[config.mk]
export PLATFORM = sky130hd
export DESIGN_NAME = switch_allocator_flat
export DESIGN_NICKNAME = d
export VERILOG_FILES = /design/src/rtl/noc_alloc_pkg.sv /design/src/rtl/switch_allocator_if.sv /design/src/rtl/switch_allocator_rr_arbiter.sv /design/src/rtl/switch_allocator.sv /design/src/flat_wrapper.sv
export SDC_FILE = /design/constraint.sdc
export NUM_CORES = 1
export LEC_CHECK = 0
export CAP_MARGIN = 15
export CORE_MARGIN = 3
export CORE_UTILIZATION = 25
export DETAILED_ROUTE_END_ITERATION = 8
export DONT_BUFFER_PORTS = 1
export PLACE_DENSITY_LB_ADDON = 0.08
export SETUP_SLACK_MARGIN = 0.1
export SYNTH_ARGS = -nofsm -noshare
export SYNTH_HDL_FRONTEND = slang
export SYNTH_SLANG_ARGS = --single-unit
[constraint.sdc]
create_clock -name clk -period 2.3 [get_ports clk]
set_input_delay 0.23 -clock clk [delete_from_list [all_inputs] [get_ports clk]]
set_output_delay 0.23 -clock clk [all_outputs]
set_load 0.05 [all_outputs]
[src/rtl/noc_alloc_pkg.sv]
// Shared types and constants for the NoC switch allocator slice.
// State encodings, index-width helper and default port count.
package noc_alloc_pkg;

   localparam int PORTS_DEF = 5;

   typedef enum logic {
      IDLE     = 1'b0,
      RESERVED = 1'b1
   } allocState_t;

   function automatic int idxWidth(input int n);
      return (n <= 2) ? 1 : $clog2(n);
   endfunction

endpackage

[src/rtl/switch_allocator_if.sv]
// Route-reservation bundle between input-port buffers and the allocator.
// master = port/crossbar side, slave = allocator.
interface switch_allocator_if
   import noc_alloc_pkg::*;
#(
   parameter int PORTS         = PORTS_DEF,
   parameter int REQUEST_WIDTH = 3
);

   logic [PORTS-1:0]               routeReserveRequestValid;
   logic [PORTS*REQUEST_WIDTH-1:0] routeReserveRequest;
   logic [PORTS-1:0]               routeRelease;
   logic [PORTS-1:0]               routeReserveStatus;
   logic [PORTS-1:0]               outputReserved;
   logic [PORTS*REQUEST_WIDTH-1:0] outputSelect;
   logic [PORTS-1:0]               inputGranted;

   modport master (
      output routeReserveRequestValid,
      output routeReserveRequest,
      output routeRelease,
      input  routeReserveStatus,
      input  outputReserved,
      input  outputSelect,
      input  inputGranted
   );

   modport slave (
      input  routeReserveRequestValid,
      input  routeReserveRequest,
      input  routeRelease,
      output routeReserveStatus,
      output outputReserved,
      output outputSelect,
      output inputGranted
   );

endinterface

[src/rtl/switch_allocator_rr_arbiter.sv]
// Combinational round-robin arbiter: one-hot grant to the first
// requester strictly above ptr, wrapping to index 0.
module rr_arbiter
   import noc_alloc_pkg::*;
#(
   parameter int PORTS = PORTS_DEF,
   parameter int PW    = idxWidth(PORTS)
) (
   input  logic [PORTS-1:0] req,
   input  logic [PW-1:0]    ptr,
   output logic [PORTS-1:0] grant
);

   logic [PORTS-1:0] reqHi;
   logic [PORTS-1:0] pick;
   logic             done;

   always_comb begin
      reqHi = '0;
      for (int j = 0; j < PORTS; j++) begin
         reqHi[j] = req[j] && (j > int'(ptr));
      end
      pick = (|reqHi) ? reqHi : req;
   end

   always_comb begin
      grant = '0;
      done  = 1'b0;
      for (int j = 0; j < PORTS; j++) begin
         if (!done && pick[j]) begin
            grant[j] = 1'b1;
            done     = 1'b1;
         end
      end
   end

endmodule

[src/rtl/switch_allocator.sv]
// Per-router output-port allocator with hold-until-tail reservations.
// Define SWITCH_ALLOC_RELEASE_BYPASS_EN to regrant on the release edge.
module switch_allocator
   import noc_alloc_pkg::*;
#(
   parameter int PORTS         = PORTS_DEF,
   parameter int REQUEST_WIDTH = 3
) (
   input logic         clk,
   input logic         rst,
   switch_allocator_if.slave bus
);

   localparam int RW = REQUEST_WIDTH;

   allocState_t      state     [PORTS];
   allocState_t      stateNext [PORTS];
   logic [RW-1:0]    owner     [PORTS];
   logic [RW-1:0]    ownerNext [PORTS];
   logic [RW-1:0]    pointer   [PORTS];
   logic [RW-1:0]    pointerNext [PORTS];
   logic [RW-1:0]    reqSlice  [PORTS];
   logic [PORTS-1:0] eligible  [PORTS];
   logic [PORTS-1:0] grant     [PORTS];
   logic [PORTS-1:0] granted;
   logic [PORTS-1:0] grantedNext;
   logic [PORTS-1:0] status;
   logic [PORTS-1:0] statusNext;
   logic [PORTS-1:0] releasing;
   logic [PORTS-1:0] freeOut;
   logic [PORTS-1:0] win;

   for (genvar i = 0; i < PORTS; i++) begin : g_slice
      assign reqSlice[i] = bus.routeReserveRequest[i*RW +: RW];
   end

   always_comb begin
      releasing = '0;
      for (int o = 0; o < PORTS; o++) begin
         for (int i = 0; i < PORTS; i++) begin
            if (state[o] == RESERVED && owner[o] == RW'(i)
                && bus.routeRelease[i])
               releasing[o] = 1'b1;
         end
      end
   end

   // The releasing owner still has granted set, so it stays ineligible.
   always_comb begin
      for (int o = 0; o < PORTS; o++) begin
`ifdef SWITCH_ALLOC_RELEASE_BYPASS_EN
         freeOut[o] = (state[o] == IDLE) || releasing[o];
`else
         freeOut[o] = (state[o] == IDLE);
`endif
         eligible[o] = '0;
         for (int i = 0; i < PORTS; i++) begin
            eligible[o][i] = bus.routeReserveRequestValid[i]
                             && reqSlice[i] == RW'(o)
                             && !granted[i]
                             && freeOut[o];
         end
      end
   end

   for (genvar o = 0; o < PORTS; o++) begin : g_arb
      rr_arbiter #(
         .PORTS (PORTS),
         .PW    (RW)
      ) u_arb (
         .req   (eligible[o]),
         .ptr   (pointer[o]),
         .grant (grant[o])
      );
      assign win[o] = |grant[o];
      assign bus.outputReserved[o] = (state[o] == RESERVED);
      assign bus.outputSelect[o*RW +: RW] = owner[o];
   end

   always_ff @(posedge clk) begin
      if (rst) begin
         for (int o = 0; o < PORTS; o++) begin
            state[o]   <= IDLE;
            owner[o]   <= '0;
            pointer[o] <= RW'(PORTS - 1);
         end
         granted <= '0;
         status  <= '0;
      end else begin
         for (int o = 0; o < PORTS; o++) begin
            state[o]   <= stateNext[o];
            owner[o]   <= ownerNext[o];
            pointer[o] <= pointerNext[o];
         end
         granted <= grantedNext;
         status  <= statusNext;
      end
   end

   always_comb begin
      for (int o = 0; o < PORTS; o++) begin
         stateNext[o] = state[o];
         unique case (1'b1)
            win[o]:       stateNext[o] = RESERVED;
            releasing[o]: stateNext[o] = IDLE;
            default:      stateNext[o] = state[o];
         endcase
      end
   end

   always_comb begin
      grantedNext = granted;
      statusNext  = '0;
      for (int o = 0; o < PORTS; o++) begin
         ownerNext[o]   = owner[o];
         pointerNext[o] = pointer[o];
         for (int i = 0; i < PORTS; i++) begin
            if (releasing[o] && owner[o] == RW'(i))
               grantedNext[i] = 1'b0;
         end
      end
      for (int o = 0; o < PORTS; o++) begin
         for (int i = 0; i < PORTS; i++) begin
            if (grant[o][i]) begin
               ownerNext[o]   = RW'(i);
               pointerNext[o] = RW'(i);
               grantedNext[i] = 1'b1;
               statusNext[i]  = 1'b1;
            end
         end
      end
   end

   assign bus.routeReserveStatus = status;
   assign bus.inputGranted       = granted;

endmodule

[src/flat_wrapper.sv]
// flat-port wrapper written by rule: the top's interface ports become plain ports
module switch_allocator_flat import noc_alloc_pkg::*;
#(
   parameter int PORTS         = PORTS_DEF,
   parameter int REQUEST_WIDTH = 3
)
  (clk, rst, bus_routeReserveRequestValid, bus_routeReserveRequest, bus_routeRelease, bus_routeReserveStatus, bus_outputReserved, bus_outputSelect, bus_inputGranted);
  switch_allocator_if #(.PORTS(PORTS), .REQUEST_WIDTH(REQUEST_WIDTH)) bus_i ();
  input logic clk;
  input logic rst;
  input wire logic [$bits(bus_i.routeReserveRequestValid)-1:0] bus_routeReserveRequestValid;
  input wire logic [$bits(bus_i.routeReserveRequest)-1:0] bus_routeReserveRequest;
  input wire logic [$bits(bus_i.routeRelease)-1:0] bus_routeRelease;
  output wire logic [$bits(bus_i.routeReserveStatus)-1:0] bus_routeReserveStatus;
  output wire logic [$bits(bus_i.outputReserved)-1:0] bus_outputReserved;
  output wire logic [$bits(bus_i.outputSelect)-1:0] bus_outputSelect;
  output wire logic [$bits(bus_i.inputGranted)-1:0] bus_inputGranted;
  assign bus_i.routeReserveRequestValid = bus_routeReserveRequestValid;
  assign bus_i.routeReserveRequest = bus_routeReserveRequest;
  assign bus_i.routeRelease = bus_routeRelease;
  assign bus_routeReserveStatus = bus_i.routeReserveStatus;
  assign bus_outputReserved = bus_i.outputReserved;
  assign bus_outputSelect = bus_i.outputSelect;
  assign bus_inputGranted = bus_i.inputGranted;
  switch_allocator #(.PORTS(PORTS), .REQUEST_WIDTH(REQUEST_WIDTH)) u_core (.clk(clk), .rst(rst), .bus(bus_i));
endmodule
## Word level (Yosys, flattened, before mapping)

Memory sizes are Yosys's and may differ from the RTL's.
Index checks and enable logic that the tools add are counted.

- Equality and inequality tests: 40
- Div/mod/pow operators: 0
- Order comparisons: 20
- Multiply operators: 0
- Add/sub/neg operators: 0
- Shift-type cells: 0
- Bitwise operators: 20
- Reductions and logical operators: 240
- Multiplexer cells: 218

Operators by type and width:

| operator | number |
|---|---|
| $logic_and 1x1->1 | 190 |
| $mux 3 | 60 |
| $mux 1 | 148 |
| $eq 3x2->1 const B | 20 |
| $reduce_bool 10->1 | 5 |
| $eq 3x1->1 const B | 10 |
| $eq 3x3->1 const B | 10 |
| $gt 2x3->1 const A | 10 |
| $logic_not 3->1 | 10 |
| $logic_not 1->1 | 25 |
| $mux 5 | 5 |
| $reduce_or 5->1 | 5 |
| $reduce_or 4->1 | 5 |
| $gt 1x3->1 const A | 5 |
| $gt 3x3->1 const A | 5 |
| $or 1x1->1 | 15 |
| $pmux 1 s2 | 5 |
| $not 1->1 | 5 |

- Flip-flop bits (word level): 10
- Input port bits: 27
- Memories: 3
- Logic and storage cells: 547
- Output and inout bits: 30
- Memory bits (writable): 35
- Memory bits (read-only): 0
- Latch bits: 0

Memories:

| name | words | bits a word | rd ports | clocked after Yosys merged registers in | write ports | line | text |
|---|---|---|---|---|---|---|---|
| u_core.owner | 5 | 3 | 5 | 0 | 5 | switch_allocator.sv:18 | `logic [RW-1:0] owner [PORTS];` |
| u_core.pointer | 5 | 3 | 5 | 0 | 5 | switch_allocator.sv:20 | `logic [RW-1:0] pointer [PORTS];` |
| u_core.state | 5 | 1 | 5 | 0 | 5 | switch_allocator.sv:16 | `allocState_t state [PORTS];` |

## Logic depth before layout (Yosys ltp)

Gate-level depths: netlist (run 1).

- Depth in word-level cells: 25
- Depth in mapped cells: 8
- Mapped depth without buffers: 7

## Cells and area by module

Synthesis (run 1) repeated with hierarchy kept, for this count alone.

- Cells, all modules: 407
- Area total of the unflattened synthesis: 3,036.7 µm²

By module, submodules not included:

| module | area each (µm²) | times used | cells an instance |
|---|---|---|---|
| switch_allocator | 2,142.1 | 1 | 272 |
| rr_arbiter | 178.9 | 5 | 27 |

## Least setup slack after synthesis (run 1)

OpenSTA, ideal clock, no wires.

- Path type: register to register
- Start: memory u_core.state[0][2] (netlist name)
- End: register u_core.granted[4] (netlist: u_core.bus.inputGranted[4])
- Data arrival time: 2.360 ns
- Clock period less this slack: 2.486 ns
- Cell stages (with the launch flop): 8
- Setup time: 0.125 ns
- Data required time: 2.175 ns
- Buffers on the path: 1
- Setup slack: -0.186 ns
- Cells stage by stage: dfxtp_1 -> buf_6 -> or4_1 -> nor4_4 -> nor3_1 -> a21oi_1 -> nor2_1 -> o41a_1

RTL lines:

| element | line | text |
|---|---|---|
| start: declaration | switch_allocator.sv:16 |  |
| end signal: assignment | switch_allocator.sv:95 | `granted <= grantedNext;` |
| end: declaration | switch_allocator.sv:25 | `logic [PORTS-1:0] granted;` |

## Worst setup path after layout (run 1)

- Start: register u_core.granted[1] (netlist: u_core.bus.inputGranted[1])
- End: register u_core.granted[4] (netlist: u_core.bus.inputGranted[4])

- Word-level cells in the longest chain between the ends: 24
- Elaborated cells on any way between the ends: 97

Ends and longest elaborated chain:

| element | line | text |
|---|---|---|
| $logic_not 1->1 (*) | switch_allocator.sv:60 | `&& !granted[i]` |
| $logic_and 1x1->1 | switch_allocator.sv:60 |  |
| $logic_and 1x1->1 | switch_allocator.sv:61 | `&& freeOut[o];` |
| $logic_and 1x1->1 | switch_allocator_rr_arbiter.sv:21 | `reqHi[j] = req[j] && (j > int'(ptr));` |
| $reduce_or 4->1 | switch_allocator_rr_arbiter.sv:23 | `pick = (\|reqHi) ? reqHi : req;` |
| $mux 5 | switch_allocator_rr_arbiter.sv:23 |  |
| $mux 1 | switch_allocator_rr_arbiter.sv:30 | `if (!done && pick[j]) begin` |
| $logic_not 1->1 | switch_allocator_rr_arbiter.sv:30 |  |
| [... 4 more ...] | n/a |  |
| $mux 1 | switch_allocator_rr_arbiter.sv:30 |  |
| $logic_not 1->1 | switch_allocator_rr_arbiter.sv:30 |  |
| $logic_and 1x1->1 | switch_allocator_rr_arbiter.sv:30 |  |
| $mux 1 | switch_allocator_rr_arbiter.sv:30 |  |
| $logic_not 1->1 | switch_allocator_rr_arbiter.sv:30 |  |
| $logic_and 1x1->1 | switch_allocator_rr_arbiter.sv:30 |  |
| $mux 1 | switch_allocator_rr_arbiter.sv:30 |  |
| $mux 1 (5 in series) | switch_allocator.sv:124 | `if (grant[o][i]) begin` |

Mark *: on every way between the ends. The rest lies on a longest branch, timed or not.
A chain may end at the register's enable or synchronous reset.

==> flow_summary.yaml, run 1 <==
yosys:
  async_flop_share: 0
  synth_cells: 387
  synth.yosys.warnings: 0
  ys.flop_type: "dfxtp_1"
  synth_cell_types: 80
  syn_nets: 414
  ys_seq_area_frac: 0.242
  synth-edff-count: 0
  synth_area_sq_um: 2900
  synth-seq-cells: 35
  avgSynthCellArea_sq_um: 7.49
place:
  place.gp.congestion: 0.892
  dp_hpwl_mm: 10.6
  dpl_worst_slack_ns: -0.211
  portBuffers: 0
  placedCellCount: 583
global_route:
  grt_pass1_vias: 3596
  grt_use_total: 0.214
  gr-total-overflow: 0
  antenna_found_initial: 0
  grt_pass1_wl_mm: 21.1
  grt_max_degree: 27
drt:
  num_vias: 3613
  met3_length_microns: 983
  via_per_inst: 5.81
  drt_iter0_drc: 253
  top_layer: "met4"
  avgRoutedWirePerCell_microns: 22.6
  finalWirelength_mm: 14.1
  drt_pass1_iterations: 5
  drc_errors: 0
  wl_met2_mm: 6.75
  wl_met1_mm: 6.06
  ant_nets: 0
clock_network:
  clk_latency_ns: 0.29
  clock_path_buffers: 2
  path_clk_slew_ns: 0.06
  cts_tree: "done"
  clock-root-buffer: "clkbuf_16"
  htree_levels: 2
  cts_made_buffers: 5
  clkSinkCount: 35
setup_path:
  crit_path_end_kind: "flop"
  max_stage_delay_ns: 0.46
  cp_top_family: "compound AO/OA/AOI/OAI gates"
  path_cells: "or3_4, or3_1, a31o_1, a221o_1, nand2_2, nor3_2, o41a_1"
  crit_slowest_cell: "o41a_1"
  crit_fanout: 4
  cp.arrival_ns: 2.52
  startpoint_type: "flop"
  worst-setup-path-type: "reg -> reg"
  path_buf_inv: 0
  worst-endpoint-required_ns: 2.46
hold_path:
  hp-class: "in -> reg"
sta:
  fin_ws_ns: -0.0648
  final_max_slew_viol_count: 0
  tightestPinTransition_ns: 0.574
  hold_viol_final: 0
  setup-tns-final_ns: -0.0648
  fin_crit_ns: 2.36
  fin_skew_ns: 0.00645
  clock.fmax_ghz: 0.423
  period_share: 1.03
  max_slew_margin: 0.617
  whs_ns: 0.0133
  rsz0062_at_grt: "true"
  setup_viol: 1
floorplan:
  rows: 38
  die_h_microns: 114
  initial_utilization: 0.262
  chipWidth_microns: 114
  core_sq_um: 11100
  fp.dieArea_sq_um: 12900
  ioPinCount: 57
layout:
  multi_input_area_sq_um: 2430
  nNetsFinal: 508
  num-fill-cells: 1166
  area.growth.synth_to_final_pct: 52.8
  drive_gt1_frac: 0.440
  antenna_cells: 0
  seqCellArea_sq_um: 716
  final_cells: 622
power_and_ir_drop:
  power.internal_mw: 1.52
  ir_worst_vdd_mv: 0.231
  seqPwrFrac: 0.326
  power.switching_mw: 0.873
  power_frac_comb: 0.363
  switching_share: 0.365
  powerDensity_nw_per_um2: 540
  p_leak_nw: 1.69
  clockPowerShare: 0.310
run_status:
  violations: "negative setup slack"
  outcome: "finished, violations left"
job:
  maxCapViolations: 0
==> sequential cells by signal, indices dropped and copies added (netlist names) <==
signal,cells
u_core.bus.inputGranted,5
u_core.bus.routeReserveStatus,5
u_core.owner,5
u_core.pointer,15
u_core.state,5
==> cells in the final DEF (no fill, tap or decap), drive strengths merged, types with 3 or more instances in the layout <==
cell type  count
or2            5
a211oi         6
clkbuf         8
buf          113
or3            5
nor4           8
mux4           4
a31oi          8
or4            3
o31ai          3
o22ai          3
nor2          49
nand3b         6
a41oi          3
inv            9
nor3b          7
nand2         33
nor2b          9
or4b           3
a2111oi        3
o32ai          3
nor4bb         3
o21ai         26
and3           3
nand4bb        4
nor3          21
a21o           3
nor4b          3
a22oi          4
or3b           4
a21oi         18
nand3         15
nand2b         9
and2           3
dfxtp         35
==> cells in the mapped netlist (6+ instances only) <==
cell / n / area share
a211oi_1: 6 / 0.016
buf_4: 10 / 0.026
nor2b_1: 9 / 0.019
a21oi_1: 17 / 0.029
nor3_1: 19 / 0.033
nor2_1: 48 / 0.062
o21ai_0: 24 / 0.041
nand2_1: 32 / 0.041
nand3_1: 15 / 0.026
nor4_1: 6 / 0.013
nand2b_1: 9 / 0.019
nor3b_1: 7 / 0.018
a31oi_1: 8 / 0.017
clkbuf_1: 14 / 0.018
nand3b_1: 6 / 0.016
inv_1: 9 / 0.012
dfxtp_1: 35 / 0.24
==> through the flow <==
| step | instance area [sq um] | utilization | power (mW) |
|---|---|---|---|
| after floorplan | 2920 | - | 1.23 |
| after global placement | 3590 | 0.324 | 1.49 |
| after detailed placement | 3590 | 0.324 | 1.49 |
| after CTS | 4180 | 0.377 | 2.33 |
| after global routing | 4430 | 0.400 | 2.49 |
| final | 4430 | 0.400 | 2.39 |
==> routing by layer <==
layer | track usage | up-vias
met4 | 0.0537 | 0
met2 | 0.361 | 139
met5 | 0 | -
met3 | 0.0552 | 23
li1 | - | 1651
met1 | 0.272 | 1800
==> kinds of logic after synthesis <==
logic type             Yosys count  share of synthesized area
buffers and inverters           38                     0.0656
muxes                            6                     0.0384
AOI/OAI and AO/OA              107                      0.255
and+or+nand+nor                201                      0.399
DFF                             35                      0.242
==> power by group through the flow <==
stage | clock network, mW | registers (mW) | logic, mW
after floorplan | 0 | 0.834 | 0.393
after global placement | 0 | 0.789 | 0.704
after detailed placement | 0 | 0.789 | 0.697
after CTS | 0.750 | 0.776 | 0.809
after global routing | 0.781 | 0.789 | 0.923
final | 0.742 | 0.780 | 0.868
==> area by class of cell <==
class                           instances  area share
Multi-Input combinational cell        314       0.548
Timing Repair Buffer                  115       0.207
Sequential cell                        35       0.162
Tap cell                              140      0.0395
Clock buffer                            8      0.0353
Inverter                               10     0.00847
==> timing repair <==
item | in CTS | in global routing
endpoints found under the hold margin | 1 | 1
buffers inserted | 23 | 8
setup endpoints to repair | 27 | 28
pin swaps | 38 | 25
hold buffers | 1 | 1
resized for setup | 54 | 43
==> worst paths after layout <==
kind,startpoint,to,slack [ns],cells past startpoint
worst max-delay path,u_core.bus.inputGranted[1],u_core.bus.inputGranted[4],-0.06,7
worst min-delay path,rst,u_core.bus.inputGranted[2],0.01,1
worst max register to register,u_core.bus.inputGranted[1],u_core.bus.inputGranted[4],-0.06,7
worst min register to register,u_core.owner[0][14],u_core.owner[0][14],0.57,2
==> worst register-to-register path: stages, from the launching register on <==
cell,delay (ns)
dfxtp_4,0.34
or3_4,0.36
or3_1,0.33
a31o_1,0.22
a221o_1,0.37
nand2_2,0.09
nor3_2,0.07
o41a_1,0.46
No activity file was read; power rests on OpenSTA's default activity.
==> run 2, diff against run 1 <==
--- a/config.mk
+++ b/config.mk
@@ -7,11 +7,12 @@
 export LEC_CHECK = 0
 export CAP_MARGIN = 15
 export CORE_MARGIN = 3
-export CORE_UTILIZATION = 25
+export CORE_UTILIZATION = 55
 export DETAILED_ROUTE_END_ITERATION = 8
 export DONT_BUFFER_PORTS = 1
 export PLACE_DENSITY_LB_ADDON = 0.08
 export SETUP_SLACK_MARGIN = 0.1
 export SYNTH_ARGS = -nofsm -noshare
 export SYNTH_HDL_FRONTEND = slang
+export SYNTH_HIERARCHICAL = 1
 export SYNTH_SLANG_ARGS = --single-unit
==> flow_summary.yaml, run 2 <==
global_route:
  grt_use_total: 0.349
  grt_max_degree: 27
  antenna_found_initial: 0
  grt_pass1_vias: 3472
  gr-total-overflow: 0
  grt_pass1_wl_mm: 17.5
power_and_ir_drop:
  powerDensity_nw_per_um2: 515
  power_mw: 2.47
  p_leak_nw: 1.77
  ir_worst_vdd_mv: 0.440
setup_path:
  cp_top_family: "simple AND/OR/NAND/NOR gates"
  crit_path_frequent_cell: "nor2_1"
  max_stage_delay_ns: 0.38
  cp.arrival_ns: 2.88
  worst-endpoint-required_ns: 2.54
  crit_slowest_cell: "o31a_1"
  startpoint_type: "flop"
  path_buf_inv: 2
  path_cells: "nor2_2, nand2_1, nor4b_2, inv_1, a31oi_1, nor2_1, o31a_1, buf_4, nor4_4, a21oi_1, nor2_1"
  crit_fanout: 4
  worst-setup-path-type: "reg -> reg"
  crit_path_end_kind: "flop"
yosys:
  synth.yosys.warnings: 6
  synth_top_area_share: 0.231
  async_flop_share: 0
  synth-seq-cells: 35
  synth_top_cell_by_area: "dfxtp_1"
  avgSynthCellArea_sq_um: 7.46
  ys_seq_area_frac: 0.231
  synth_cell_types: 51
  yosys.cell_count.top_type: "nor2_1"
  synth_area_sq_um: 3040
  synth_area_leaders: "dfxtp_1, nor2_1, nor3_1, o21a_1, nor4b_1"
  synth_cells: 407
  syn_nets: 434
  ys.flop_type: "dfxtp_1"
  yosys-top-cells-count: "nor2_1, dfxtp_1, nor3_1"
  synth-edff-count: 0
sta:
  whs_ns: -0.00243
  hold_viol_final: 1
  rsz0062_at_grt: "true"
  tightestPinTransition_ns: 0.519
  fin_skew_ns: 0.0122
  max_slew_margin: 0.649
  final_max_slew_viol_count: 0
  period_share: 1.15
  setup_viol: 28
  fin_crit_ns: 2.64
  clock.fmax_ghz: 0.379
  fin_ws_ns: -0.337
layout:
  area.growth.synth_to_final_pct: 58.0
  final_cells: 576
  nNetsFinal: 532
  reg_top3: "u_core/owner x10, u_core/pointer x10"
  drive_gt1_frac: 0.504
  layout_commonest_cell: "buf_4"
  num-fill-cells: 199
  final_cell_mix: "buf_4, nor2_1, nand2_1"
  antenna_cells: 0
  fin_util: 0.916
place:
  portBuffers: 0
  placedCellCount: 538
  place.gp.congestion: 0.913
  dp_hpwl_mm: 8.32
clock_network:
  clock-root-buffer: "clkbuf_8"
  cts_tree: "done"
  path_clk_slew_ns: 0.09
  htree_levels: 2
  clkSinkCount: 35
  clock_path_buffers: 2
  clk_latency_ns: 0.30
  cts_made_buffers: 5
drt:
  drt_pass1_iterations: 7
  avgRoutedWirePerCell_microns: 25.6
  drc_errors: 0
  finalWirelength_mm: 14.7
  num_vias: 4242
  drt_iter0_drc: 735
  via_per_inst: 7.36
  ant_nets: 0
run_status:
  violations: "negative hold slack, negative setup slack"
  outcome: "finished, violations left"
floorplan:
  core_sq_um: 5240
  fp.dieArea_sq_um: 6450
  die_h_microns: 80.3
  rows: 26
  chipWidth_microns: 80.3
  ioPinCount: 57
  initial_utilization: 0.580
job:
  maxCapViolations: 0
hold_path:
  hp-class: "in -> reg"
run 2: path summary, 6_finish.rpt:
kind / startpoint / endpoint / slack, ns / cells past startpoint
setup reg to reg: u_core/bus.inputGranted[4] / u_core/owner[0][5] / -0.34 / 11
setup / recovery: u_core/bus.inputGranted[4] / u_core/owner[0][5] / -0.34 / 11
hold / removal: rst / u_core/pointer[0][4] / -0.002 / 1
hold reg to reg: u_core/pointer[0][14] / u_core/pointer[0][14] / 0.53 / 2
run 2: cells by family (layout without fill, tap and decap cells):
logic type,after synthesis,count (layout),synth area share
AOI/OAI and AO/OA,108,108,0.264
buffers and inverters,45,144,0.0742
DFF,35,35,0.231
muxes,9,9,0.0346
and+or+nand+nor,210,210,0.396
run 2: where the power goes:
group | total, mW | internal [mW] | switching, mW | leakage [nW]
clock network | 0.579 | 0.318 | 0.261 | 0.0556
logic | 1.07 | 0.451 | 0.617 | 1.42
registers | 0.825 | 0.675 | 0.150 | 0.291
run 2: final cells by class:
| class | instances | area, sq um | share of cell area |
|---|---|---|---|
| Timing Repair Buffer | 118 | 983 | 0.205 |
| Tap cell | 70 | 87.6 | 0.0183 |
| Clock inverter | 3 | 38.8 | 0.00809 |
| Clock buffer | 5 | 68.8 | 0.0143 |
| Inverter | 18 | 67.6 | 0.0141 |
| Multi-Input combinational cell | 327 | 2830 | 0.589 |
| Sequential cell | 35 | 723 | 0.151 |
run 2: per-layer routing:
layer  global-route usage  vias to the layer above  part of all wire
li1                     -                     1700                 -
met1                0.424                     1932              0.34
met2                0.587                      445              0.44
met3               0.0908                      165              0.13
met4                0.132                        0             0.083
met5                    0                        -                 0
run 2: metrics by stage:
step / setup TNS (ns) / cell area [sq um] / hold WS (ns) / setup slack [ns]
finish: -4.15 / 4800 / -0.00243 / -0.337
global route: -6.02 / 4800 / 0.00202 / -0.393
CTS: 0 / 4380 / 0.000104 / 0.00186
detailed placement: -1.77 / 3970 / 0.306 / -0.196
global placement: -1.04 / 3970 / 0.303 / -0.156
floorplan: 0 / 3400 / 0.436 / 0.0741
run 2: timing repair:
item / CTS / global route
resized for setup: 29 / 70
cloned: 0 / 0
setup endpoints to repair: 32 / 35
pin swaps: 32 / 31
buffers inserted: 14 / 13
hold endpoints to repair: 1 / 7
hold buffers: 2 / 1
